$ cat config.mk
export PLATFORM = sky130hd
export DESIGN_NAME = l1_refill_engine
export DESIGN_NICKNAME = d
export VERILOG_FILES = /design/src/rtl/cache_pkg.sv /design/src/rtl/refill_line_buffer.sv /design/src/rtl/l1_refill_engine.sv
export SDC_FILE = /design/constraint.sdc
export NUM_CORES = 1
export LEC_CHECK = 0
export ABC_AREA = 1
export ABC_CLOCK_PERIOD_IN_PS = 4700
export BUFFER_PORTS_ARGS = -buffer_cell sky130_fd_sc_hd__buf_2
export CAP_MARGIN = 10
export CORE_ASPECT_RATIO = 0.7
export CORE_MARGIN = 10
export CORE_UTILIZATION = 40
export CTS_BUF_LIST = sky130_fd_sc_hd__clkbuf_4 sky130_fd_sc_hd__clkbuf_8
export CTS_CLUSTER_SIZE = 14
export DETAILED_ROUTE_END_ITERATION = 16
export PLACE_DENSITY_LB_ADDON = 0.2
export REMOVE_ABC_BUFFERS = 1
export SYNTH_ARGS = -nofsm -noshare
export SYNTH_HDL_FRONTEND = slang
export SYNTH_SLANG_ARGS = --single-unit
$ cat constraint.sdc
create_clock -name clk -period 4.7 [get_ports clk]
set_input_delay 0.94 -clock clk [delete_from_list [all_inputs] [get_ports clk]]
set_output_delay 0.94 -clock clk [all_outputs]
set_load 0.01 [all_outputs]
$ cat src/rtl/cache_pkg.sv
// Shared types and helpers for the L1 refill engine.
//   refill_state_t : miss-handling FSM encoding
//   WORD_BYTES     : bytes per word for the default 32-bit data path
//   line_align()   : clears the in-line byte offset bits of an address
package cache_pkg;

  typedef enum logic [2:0] {
    IDLE    = 3'd0,
    WB_REQ  = 3'd1,
    RD_REQ  = 3'd2,
    RD_DATA = 3'd3,
    FILL    = 3'd4
  } refill_state_t;

  localparam int unsigned DEF_ADDR_WIDTH = 32;
  localparam int unsigned DEF_DATA_WIDTH = 32;
  localparam int unsigned DEF_BLOCK_SIZE = 4;
  localparam int unsigned WORD_BYTES     = DEF_DATA_WIDTH / 8;

  // Works on a 64-bit container so any ADDR_WIDTH up to 64 can use it;
  // callers cast the result back to their own address width.
  function automatic logic [63:0] line_align(input logic [63:0] addr,
                                             input int unsigned off_bits);
    logic [63:0] mask;
    mask = ~((64'd1 << off_bits) - 64'd1);
    return addr & mask;
  endfunction

endpackage

$ cat src/rtl/refill_line_buffer.sv
// One cache line of storage (BLOCK_SIZE words of DATA_WIDTH bits).
//   clk, reset    : clock, synchronous active-high reset (clears contents)
//   load_i        : load the whole line from load_data_i (word0 in LSBs)
//   we_i / widx_i : write wdata_i into word widx_i
//   line_o        : flattened line contents, word0 in LSBs
// A whole-line load takes priority over a single-word write.
module refill_line_buffer
  import cache_pkg::*;
#(
  parameter int unsigned DATA_WIDTH = 32,
  parameter int unsigned BLOCK_SIZE = 4,
  parameter int unsigned IDX_W      = $clog2(BLOCK_SIZE)
) (
  input  logic                             clk,
  input  logic                             reset,
  input  logic                             load_i,
  input  logic [BLOCK_SIZE*DATA_WIDTH-1:0] load_data_i,
  input  logic                             we_i,
  input  logic [IDX_W-1:0]                 widx_i,
  input  logic [DATA_WIDTH-1:0]            wdata_i,
  output logic [BLOCK_SIZE*DATA_WIDTH-1:0] line_o
);

  logic [DATA_WIDTH-1:0] mem_q [BLOCK_SIZE];

  // Word storage: reset clear, whole-line load or single-word write.
  always_ff @(posedge clk) begin
    if (reset) begin
      for (int i = 0; i < int'(BLOCK_SIZE); i++) begin
        mem_q[i] <= '0;
      end
    end else if (load_i) begin
      for (int i = 0; i < int'(BLOCK_SIZE); i++) begin
        mem_q[i] <= load_data_i[i*DATA_WIDTH +: DATA_WIDTH];
      end
    end else if (we_i) begin
      mem_q[widx_i] <= wdata_i;
    end else begin
      mem_q <= mem_q;
    end
  end

  // Flatten the array, word0 in the LSBs.
  always_comb begin
    line_o = '0;
    for (int i = 0; i < int'(BLOCK_SIZE); i++) begin
      line_o[i*DATA_WIDTH +: DATA_WIDTH] = mem_q[i];
    end
  end

endmodule

$ cat src/rtl/l1_refill_engine.sv
// Blocking L1 miss handler on the L2-facing side (one outstanding miss).
//   miss_req_*  : miss from L1, accepted only in IDLE; all fields latched
//   l2_req_*    : write beats for a dirty victim, then one line read request
//   l2_rdata_*  : read beats in ascending word order, no backpressure
//   fill_*      : assembled line returned to L1
//   busy        : engine is not IDLE
module l1_refill_engine
  import cache_pkg::*;
#(
  parameter int unsigned ADDR_WIDTH = 32,
  parameter int unsigned DATA_WIDTH = 32,
  parameter int unsigned BLOCK_SIZE = 4
) (
  input  logic                             clk,
  input  logic                             reset,
  input  logic                             miss_req_valid,
  output logic                             miss_req_ready,
  input  logic [ADDR_WIDTH-1:0]            miss_req_addr,
  input  logic                             miss_evict_dirty,
  input  logic [ADDR_WIDTH-1:0]            miss_evict_addr,
  input  logic [BLOCK_SIZE*DATA_WIDTH-1:0] miss_evict_data,
  output logic                             l2_req_valid,
  input  logic                             l2_req_ready,
  output logic                             l2_req_write,
  output logic [ADDR_WIDTH-1:0]            l2_req_addr,
  output logic [DATA_WIDTH-1:0]            l2_wdata,
  input  logic                             l2_rdata_valid,
  input  logic [DATA_WIDTH-1:0]            l2_rdata,
  output logic                             fill_valid,
  input  logic                             fill_ready,
  output logic [ADDR_WIDTH-1:0]            fill_addr,
  output logic [BLOCK_SIZE*DATA_WIDTH-1:0] fill_data,
  output logic                             busy
);

  localparam int unsigned BEAT_W   = $clog2(BLOCK_SIZE);
  localparam int unsigned WORD_B   = DATA_WIDTH / 8;
  localparam int unsigned WORD_SH  = $clog2(WORD_B);
  localparam int unsigned OFF_BITS = $clog2(BLOCK_SIZE * WORD_B);
  localparam logic [BEAT_W-1:0] LAST_BEAT = BEAT_W'(BLOCK_SIZE - 1);

  refill_state_t           state_q, state_d;
  logic [BEAT_W-1:0]       beat_q, beat_d;
  logic [ADDR_WIDTH-1:0]   miss_addr_q, miss_addr_d;
  logic [ADDR_WIDTH-1:0]   evict_addr_q, evict_addr_d;
  logic                    miss_hs_s;
  logic                    fill_we_s;
  logic [BLOCK_SIZE*DATA_WIDTH-1:0] victim_line_s;
  logic [BLOCK_SIZE*DATA_WIDTH-1:0] fill_line_s;

  assign miss_hs_s = miss_req_valid & (state_q == IDLE);
  // Beats arriving outside RD_DATA never reach the fill buffer.
  assign fill_we_s = (state_q == RD_DATA) & l2_rdata_valid;

  refill_line_buffer #(
    .DATA_WIDTH (DATA_WIDTH),
    .BLOCK_SIZE (BLOCK_SIZE)
  ) u_victim_buf (
    .clk         (clk),
    .reset       (reset),
    .load_i      (miss_hs_s),
    .load_data_i (miss_evict_data),
    .we_i        (1'b0),
    .widx_i      ('0),
    .wdata_i     ('0),
    .line_o      (victim_line_s)
  );

  refill_line_buffer #(
    .DATA_WIDTH (DATA_WIDTH),
    .BLOCK_SIZE (BLOCK_SIZE)
  ) u_fill_buf (
    .clk         (clk),
    .reset       (reset),
    .load_i      (1'b0),
    .load_data_i ('0),
    .we_i        (fill_we_s),
    .widx_i      (beat_q),
    .wdata_i     (l2_rdata),
    .line_o      (fill_line_s)
  );

  // State, beat counter and latched miss addresses.
  always_ff @(posedge clk) begin
    if (reset) begin
      state_q      <= IDLE;
      beat_q       <= '0;
      miss_addr_q  <= '0;
      evict_addr_q <= '0;
    end else begin
      state_q      <= state_d;
      beat_q       <= beat_d;
      miss_addr_q  <= miss_addr_d;
      evict_addr_q <= evict_addr_d;
    end
  end

  // Next-state and counter update.
  always_comb begin
    state_d      = state_q;
    beat_d       = beat_q;
    miss_addr_d  = miss_addr_q;
    evict_addr_d = evict_addr_q;
    case (state_q)
      IDLE: begin
        if (miss_hs_s) begin
          miss_addr_d  = ADDR_WIDTH'(line_align(64'(miss_req_addr), OFF_BITS));
          evict_addr_d = ADDR_WIDTH'(line_align(64'(miss_evict_addr), OFF_BITS));
          state_d      = miss_evict_dirty ? WB_REQ : RD_REQ;
        end else begin
          state_d = IDLE;
        end
      end
      WB_REQ: begin
        if (l2_req_ready) begin
          if (beat_q == LAST_BEAT) begin
            beat_d  = '0;
            state_d = RD_REQ;
          end else begin
            beat_d = beat_q + BEAT_W'(1);
          end
        end else begin
          beat_d = beat_q;
        end
      end
      RD_REQ: begin
        if (l2_req_ready) begin
          state_d = RD_DATA;
        end else begin
          state_d = RD_REQ;
        end
      end
      RD_DATA: begin
        if (l2_rdata_valid) begin
          if (beat_q == LAST_BEAT) begin
            beat_d  = '0;
            state_d = FILL;
          end else begin
            beat_d = beat_q + BEAT_W'(1);
          end
        end else begin
          beat_d = beat_q;
        end
      end
      FILL: begin
        if (fill_ready) begin
          state_d = IDLE;
        end else begin
          state_d = FILL;
        end
      end
      default: begin
        state_d = IDLE;
        beat_d  = '0;
      end
    endcase
  end

  // Outputs decoded from registered state only, so they hold while stalled.
  always_comb begin
    miss_req_ready = 1'b0;
    l2_req_valid   = 1'b0;
    l2_req_write   = 1'b0;
    l2_req_addr    = '0;
    l2_wdata       = '0;
    fill_valid     = 1'b0;
    fill_addr      = miss_addr_q;
    fill_data      = fill_line_s;
    busy           = (state_q != IDLE);
    case (state_q)
      IDLE: begin
        miss_req_ready = 1'b1;
      end
      WB_REQ: begin
        l2_req_valid = 1'b1;
        l2_req_write = 1'b1;
        l2_req_addr  = evict_addr_q + (ADDR_WIDTH'(beat_q) << WORD_SH);
        l2_wdata     = victim_line_s[32'(beat_q) * DATA_WIDTH +: DATA_WIDTH];
      end
      RD_REQ: begin
        l2_req_valid = 1'b1;
        l2_req_addr  = miss_addr_q;
      end
      FILL: begin
        fill_valid = 1'b1;
      end
      default: begin
        miss_req_ready = 1'b0;
      end
    endcase
  end

endmodule

After elaboration in Yosys (flattened, before gate mapping)
Cells that the tools add are included.

Bits in registers: 317. Logic and storage cells: 60. Latch bits: 0. RAM bits: 0. Memories: 0. Bits in read-only memories: 0.

Shift-type cells: 1. $mul: 0. Add/subtract/negate cells: 2. Reduce and logical (&&, ||, !) cells: 8. Magnitude comparators: 2. Divide/modulo/power cells: 0. Mux-type cells: 22. Bitwise gates (word level): 4. Equal/unequal tests: 9.

Operator list (number): 128-bit bitwise mux (1); 128-bit by 8-bit variable part select with 32-bit output (1); 32-bit demux with 2-bit select (1); 32-bit 2-to-1 mux (2); 32-bit case mux with 2 select lines (1); 32-bit by 4-bit adder with 32-bit output (1); 3-bit 2-to-1 mux (5); 3-bit case mux with 5 select lines (1); 2-bit 2-to-1 mux (5); 3-bit by 2-bit equality test with 1-bit output (second input constant) (2); 2-bit != test (second input constant) (3); 2-bit case mux with 3 select lines (1); 1-bit 2-to-1 mux (5); 4-bit AND reduction (1); 3-bit by 1-bit equality test with 1-bit output (second input constant) (1); 3-bit equality test (second input constant) (1); 3-bit greater-or-equal comparator (second input constant) (1); 3-bit zero test (1); 3-bit by 1-bit less-than comparator with 1-bit output (second input constant) (1); 2-bit inverter with 3-bit output (1); 3-bit AND reduction (1); 3-bit nonzero test (1); 3-bit OR reduction (1); 2-bit by 1-bit adder with 2-bit output (second input constant) (1); other kinds (7) (8).

Longest topological paths before layout
Gate-level depths: netlist of the first run.

Depth after elaboration: 6. Depth in mapped cells: 9. Gate-level depth less buffers: 7.

Cells and area by module
A second synthesis of the first run with hierarchy kept.

Cell total of the unflattened synthesis: 3238. Area total of the unflattened synthesis: 18226.2 um^2.

Modules (own cells, without submodules): refill_line_buffer (instances 2, cells an instance 1321, seq. area each 2562.5 um^2, area each 7235.7 um^2); l1_refill_engine (instances 1, cells an instance 596, seq. area each 1221.2 um^2, area each 3754.9 um^2).

Worst setup path before layout of the first run
OpenSTA, ideal clock, no wires.

Path kind: reg2out. Start point: reg beat_q[1]. End point: out l2_wdata[26]. Arrival: 1281 ps. Stages on the path, launching flop included: 7. Setup slack: 2479 ps. Data required time: 3760 ps. Cell sequence: dfxtp_1 -> buf_2 -> clkinv_1 -> clkbuf_1 -> a21oi_1 -> o21ai_0 -> a21oi_1.

Word-level cells in the longest chain between the ends: 2.

Ends and longest elaborated chain: start, declared (RTL line l1_refill_engine.sv:43) `logic [BEAT_W-1:0] beat_q, beat_d;`; start signal, assigned (RTL line l1_refill_engine.sv:92) `beat_q <= beat_d;`; 128-bit by 8-bit variable part select with 32-bit output (RTL line l1_refill_engine.sv:178) `l2_wdata = victim_line_s[32'(beat_q) * DATA_WIDTH +: DATA_WIDTH];`; 32-bit 2-to-1 mux (RTL line l1_refill_engine.sv:170) `case (state_q)`; end, declared (RTL line l1_refill_engine.sv:26) `output logic [DATA_WIDTH-1:0] l2_wdata,`.

Every way passes these cells.

Final worst setup path of the first run
Start point: reg state_q[0]. End point: out l2_wdata[23].

Word-level cells in the longest chain between the ends: 2.

Ends and longest elaborated chain: start, declared (RTL line l1_refill_engine.sv:42) `refill_state_t state_q, state_d;`; start signal, assigned (RTL line l1_refill_engine.sv:91) `state_q <= state_d;`; 3-bit by 1-bit equality test with 1-bit output (RTL line l1_refill_engine.sv:170); 32-bit 2-to-1 mux (RTL line l1_refill_engine.sv:170).

Every way passes these cells.

==> results of run 1 <==
[worst max path at each step]
stage	from	to	slack (ns)
floorplan	reset	evict_addr_q[10]$_SDFFE_PP0P_	0.61
global route	state_q[0]$_SDFFE_PP0P_	l2_wdata[23]	0.80
CTS	state_q[0]$_SDFFE_PP0P_	l2_wdata[7]	0.91
detailed placement	state_q[0]$_SDFFE_PP0P_	l2_wdata[7]	1.56
finish	state_q[0]$_SDFFE_PP0P_	l2_wdata[23]	0.97
global placement	state_q[0]$_SDFFE_PP0P_	l2_wdata[23]	1.57
[critical path: stages (launching register included)]
cell     delay [ns]
dfxtp_1        0.42
inv_1          0.06
nor2_1         0.23
nand2_2        0.56
buf_4          0.50
a21oi_1        0.24
buf_2          0.18
[synth_stat cells (all sizes together)]
cell / instances / share of area
a21oi: 283 / 0.11
buf: 69 / 0.038
clkbuf: 74 / 0.025
clkinv: 5 / 0.0019
conb: 1 / 0.00030
dfxtp: 317 / 0.50
ha: 4 / 0.0040
inv: 134 / 0.040
nand2: 78 / 0.023
nand3: 73 / 0.032
nand4: 1 / 0.00050
nor2: 271 / 0.082
o21ai: 313 / 0.12
o22ai: 29 / 0.014
[placed cells by master (no fill, tap or decap), drive strengths merged]
| cell | netlist | layout |
|---|---|---|
| buf | 69 | 461 |
| dfxtp | 317 | 317 |
| o21ai | 313 | 313 |
| a21oi | 283 | 283 |
| nor2 | 271 | 271 |
| inv | 134 | 134 |
| clkbuf | 74 | 79 |
| nand2 | 78 | 78 |
| nand3 | 73 | 73 |
| o22ai | 29 | 29 |
| diode | 0 | 18 |
| clkinv | 5 | 12 |
| conb | 1 | 6 |
| ha | 4 | 4 |
| clkinvlp | 0 | 4 |
| nand4 | 1 | 1 |
[layout make-up]
type                       instances  area share
antenna                           18     0.00284
clock buffer                      79      0.0607
clock inverter                    11     0.00411
inverter                         139      0.0336
multi-input combinational       1058       0.314
sequential                       317       0.401
tap                              420      0.0332
timing repair buffer             461       0.151
[cell families (layout without fill, tap and decap cells)]
kind of cell / after synthesis / after routing / share of synthesized area
AOI/OAI and AO/OA: 625 / 625 / 0.251
other: 1 / 24 / 0.000297
adders and majority gates: 4 / 4 / 0.00397
buffers and inverters: 282 / 690 / 0.104
and+or+nand+nor: 423 / 423 / 0.138
DFF: 317 / 317 / 0.503
[per-layer routing]
metal / GRT usage / routed length (um) / part of all wire
met1: 0.276 / 19300 / 0.42
met2: 0.357 / 21800 / 0.47
met3: 0.0702 / 3760 / 0.082
met4: 0.0768 / 1010 / 0.022
met5: 0 / 54 / 0.0012
[where the power goes]
group          switching, mW  internal [mW]
logic                   1.63          0.754
registers              0.167           3.13
clock network           1.10           1.30
[state kept, by name (all words and copies together), names as in the netlist]
signal / count
beat_q: 2
fill_addr: 28
state_q: 3
u_fill_buf.line_o: 128
u_victim_buf.line_o: 128
evict_addr_q: 28
==> results.ini, run 1 <==
[finish]
final_util = 0.509
instances_no_fill = 2503
fin_area_um2 = 15800
regArea_um2 = 6350
multi_input_area_um2 = 4980
num-fill-cells = 3159
area_growth_pct = 25.6
drive_gt1_frac = 0.277
fin_nets = 2263

[grt]
grt_pass1_wl_mm = 69.8
antenna_found_initial = 21
gr-total-overflow = 0
grt_pass1_vias = 12000
grt_usage = 0.222
grt_max_degree = 126

[sta]
setup_ws_ns = 0.969
tightest_slew_ns = 0.972
rsz0062_at_grt = false
finalHoldViolations = 0
post-route-period-util = 0.794
fin_crit_ns = 3.73
clock.fmax_ghz = 0.268
holdWs_ns = 0.450
slew-limit-headroom = 0.352
fin_skew_ns = 0.0136
maxSlewViolCount = 0
setup_viol = 0
tns_ns = 0

[synth]
synthDistinctLibCells = 26
syn_area_per_cell_um2 = 7.64
synth_cells = 1652
yosysSeqAreaShare = 0.503
ys_warn_count = 0
ys_seq_elements = 317
synth_area_um2 = 12600

[routing]
drt_iter0_drc = 835
via_count = 12600
drtAntennaViolNets = 0
vias_per_cell = 5.02
dr.pass1.iters = 5
drcViolationCount = 0
finalWirelength_mm = 45.8
wl_per_cell_um = 18.3

[min_path]
min_to = u_victim_buf.line_o[83]$_SDFFE_PP0P_
hold_class = flip-flop to flip-flop
hp-start = u_victim_buf.line_o[83]$_SDFFE_PP0P_
holdPathStages = 2

[floorplanning]
die_area_um2 = 39200
core_area_um2 = 31100
rows = 54
io_pins = 460
start_util = 0.405
fp.dieH_um = 169
die_w_um = 232

[cts]
cts_buffer_depth = 3
post_cts_buffers = 0
cts_max_level = 2
cts_tree = done
cts.sinks = 317
clk-insertion-delay-late_ns = 0.57
ctsResizeCount = 0
cts.clk_slew.worst_paths_ns = 0.06
hold_buffers = 0
numCtsBuffers = 51
cts-root-buf = clkbuf_8

[job]
drv_cap = 0

[placement]
place_area_um2 = 14700
dpl.hpwl_mm = 31.1
globalplace.congestion = 0.808
placed_cells = 2394
port_buffers = 445
dp_slack_ns = 1.56

[setup_path]
end_kind = output pin
cp.required_ns = 3.76
r2r_slack_ns = 1.75
rr_startpoint = beat_q[0]$_SDFFE_PP0P_
path_max_fanout = 38
worst-r2r-cell-count = 6
start_kind = flip-flop
worstPathArrival_ns = 2.79
critPathKind = flip-flop to output pin
r2r-end = u_fill_buf.line_o[21]$_SDFFE_PP0P_

[outcome]
outcome = completed

[pwr]
leakagePower_nw = 6.94
totalPowerFinal_mw = 8.08
max-vdd-ir-drop_v = 0.000286
powerDensity_nw_per_um2 = 510

(Power assumes the default switching activity.)
==> inputs of run 2 (changes only) <==
- ABC_CLOCK_PERIOD_IN_PS: 4700 -> 3600
- clock period: 4.7 -> 3.6 ns (I/O delays scaled with it)
==> results.ini, run 2 (synthesis results as in run 1) <==
[min_path]
holdPathStages = 3  ; +1
hp-start = miss_evict_data[10]
hold_class = input port to flip-flop
min_to = u_victim_buf.line_o[10]$_SDFFE_PP0P_

[sta]
tns_ns = 0  ; unchanged
setup_viol = 0  ; unchanged
maxSlewViolCount = 0  ; unchanged
finalHoldViolations = 0  ; unchanged
slew-limit-headroom = 0.445  ; +0.0930
rsz0062_at_grt = false
post-route-period-util = 0.905
tightest_slew_ns = 0.833  ; -0.139 ns
clock.fmax_ghz = 0.307
fin_skew_ns = 0.0267  ; +0.0131 ns
fin_crit_ns = 3.26

[setup_path]
cp_slowest_cell = dfxtp_2
start_kind = flip-flop
critPathKind = flip-flop to output pin
r2r-end = u_fill_buf.line_o[23]$_SDFFE_PP0P_
rr_startpoint = beat_q[0]$_SDFFE_PP0P_
end_kind = output pin
path_max_fanout = 53  ; +39%
worst-r2r-cell-count = 7  ; +1
crit_top_cell = a21oi_1
cp.required_ns = 2.88  ; -0.88 ns
max_stage_delay_ns = 0.69  ; +0.13 ns
path_cells = inv_2 -> buf_12 -> a21oi_1 -> o21ai_0 -> a21oi_1 -> buf_2
r2r_slack_ns = 0.87  ; -0.88 ns
worstPathArrival_ns = 2.54  ; -0.25 ns

[job]
drv_cap = 0  ; unchanged

[routing]
drt_iter0_drc = 934  ; +12%
finalWirelength_mm = 46.1  ; +0.67%
drtAntennaViolNets = 0  ; unchanged
drcViolationCount = 0  ; unchanged
wl_per_cell_um = 18.4  ; +0.59%
via_count = 12600  ; +0.53%
vias_per_cell = 5.04  ; +0.45%
dr.pass1.iters = 6  ; +1

[cts]
cts.clk_slew.worst_paths_ns = 0.06  ; about the same
hold_buffers = 0  ; unchanged
cts.sinks = 317  ; unchanged
cts_max_level = 2  ; unchanged
numCtsBuffers = 51  ; unchanged
cts_buffer_depth = 3  ; unchanged
cts_tree = done
clk-insertion-delay-late_ns = 0.58  ; about the same
cts-root-buf = clkbuf_8
ctsResizeCount = 0  ; unchanged
post_cts_buffers = 0  ; unchanged

[pwr]
p_int_mw = 7.02  ; +35%
clkPwrFrac = 0.301  ; +0.004
seq_power_share = 0.400  ; -0.007
sw_frac_of_total = 0.351  ; -0.00807
max-vdd-ir-drop_v = 0.000512  ; +79%
p_comb_frac = 0.299  ; +0.003
powerDensity_nw_per_um2 = 675  ; +32%
leakagePower_nw = 7.05  ; +1.5%
p_sw_mw = 3.79  ; +31%

[grt]
grt_pass1_wl_mm = 69.9  ; +0.11%
antenna_found_initial = 18  ; -14%
grt_usage = 0.223  ; +0.000480
grt_max_degree = 104  ; -17%
gr-total-overflow = 0  ; unchanged
grt_pass1_vias = 12000  ; +0.34%

[finish]
multi_input_area_um2 = 4980  ; unchanged
drive_gt1_frac = 0.279  ; +0.00279
num-fill-cells = 3192  ; +1.0%
fin_area_um2 = 16000  ; +1.0%
area_growth_pct = 26.9
final_common_cell = buf_2
regArea_um2 = 6350  ; unchanged
layout_common_cells = buf_2 (445), dfxtp_1 (315), a21oi_1 (283)
fin_nets = 2274  ; +0.49%

[floorplanning]
die_w_um = 232  ; unchanged
io_pins = 460  ; unchanged
core_area_um2 = 31100  ; unchanged
fp.dieH_um = 169  ; unchanged
rows = 54  ; unchanged
start_util = 0.405  ; unchanged
die_area_um2 = 39200  ; unchanged

[placement]
port_buffers = 445  ; unchanged
place_area_um2 = 14900  ; +1.2%
globalplace.congestion = 0.819  ; +1.3%
dpl.hpwl_mm = 32.2  ; +3.4%

[outcome]
outcome = completed

-- run 2: power by group through the flow --
stage	combinational [mW]	clock [mW]	sequential, mW
floorplan	1.78	0	4.44
global placement	3.21	0	4.38
detailed placement	3.25	0	4.40
CTS	3.26	3.34	4.32
global route	3.60	3.49	4.38
finish	3.23	3.26	4.32
-- run 2: how the worst max path moves through the flow --
stage                     depth (start not counted)                   start                            endpoint
after floorplan                                   3                   reset       evict_addr_q[10]$_SDFFE_PP0P_
after global placement                            7  beat_q[0]$_SDFFE_PP0P_  u_fill_buf.line_o[24]$_SDFFE_PP0P_
after detailed placement                          7  beat_q[0]$_SDFFE_PP0P_  u_fill_buf.line_o[23]$_SDFFE_PP0P_
after CTS                                         6  beat_q[0]$_SDFFE_PP0P_                        l2_wdata[10]
after global routing                              6  beat_q[0]$_SDFFE_PP0P_                        l2_wdata[18]
final                                             6  beat_q[0]$_SDFFE_PP0P_                         l2_wdata[5]
-- run 2: per-stage QoR --
stage           util  hold slack, ns  cells  power, mW  setup WS [ns]
6_report       0.514           0.410   2505       10.8          0.341
4_1_cts        0.513           0.351   2493       10.9          0.277
5_1_grt        0.514           0.376   2503       11.5          0.116
3_5_place_dp   0.479           0.444   2406       7.65          0.819
2_1_floorplan      -           0.432   1514       6.22         -0.272
3_3_place_gp   0.479           0.439   2406       7.58          0.852
-- run 2: layout make-up --
cell class / instances / share of cell area
flip-flops and latches: 317 / 0.397
multi-input cells: 1058 / 0.311
repair buffers: 472 / 0.159
clock buffers: 82 / 0.0611
inverters: 139 / 0.0332
well taps: 420 / 0.0328
clock inverters: 5 / 0.00469
diodes: 12 / 0.00188
-- run 2: worst max-delay path: cells and delay by family, from the launching register on --
family                 cells  cell delay, ns
AO/OA/AOI/OAI              3            0.48
buffers and inverters      3            0.74
flip-flops                 1            0.69
-- run 2: metal layers --
| metal | vias up | share of wire | GRT usage |
|---|---|---|---|
| met2 | 459 | 0.48 | 0.365 |
| met4 | 10 | 0.023 | 0.0759 |
| met1 | 5825 | 0.41 | 0.271 |
| met3 | 78 | 0.089 | 0.0705 |
| met5 | - | 0.0013 | 0 |
| li1 | 6256 | - | - |
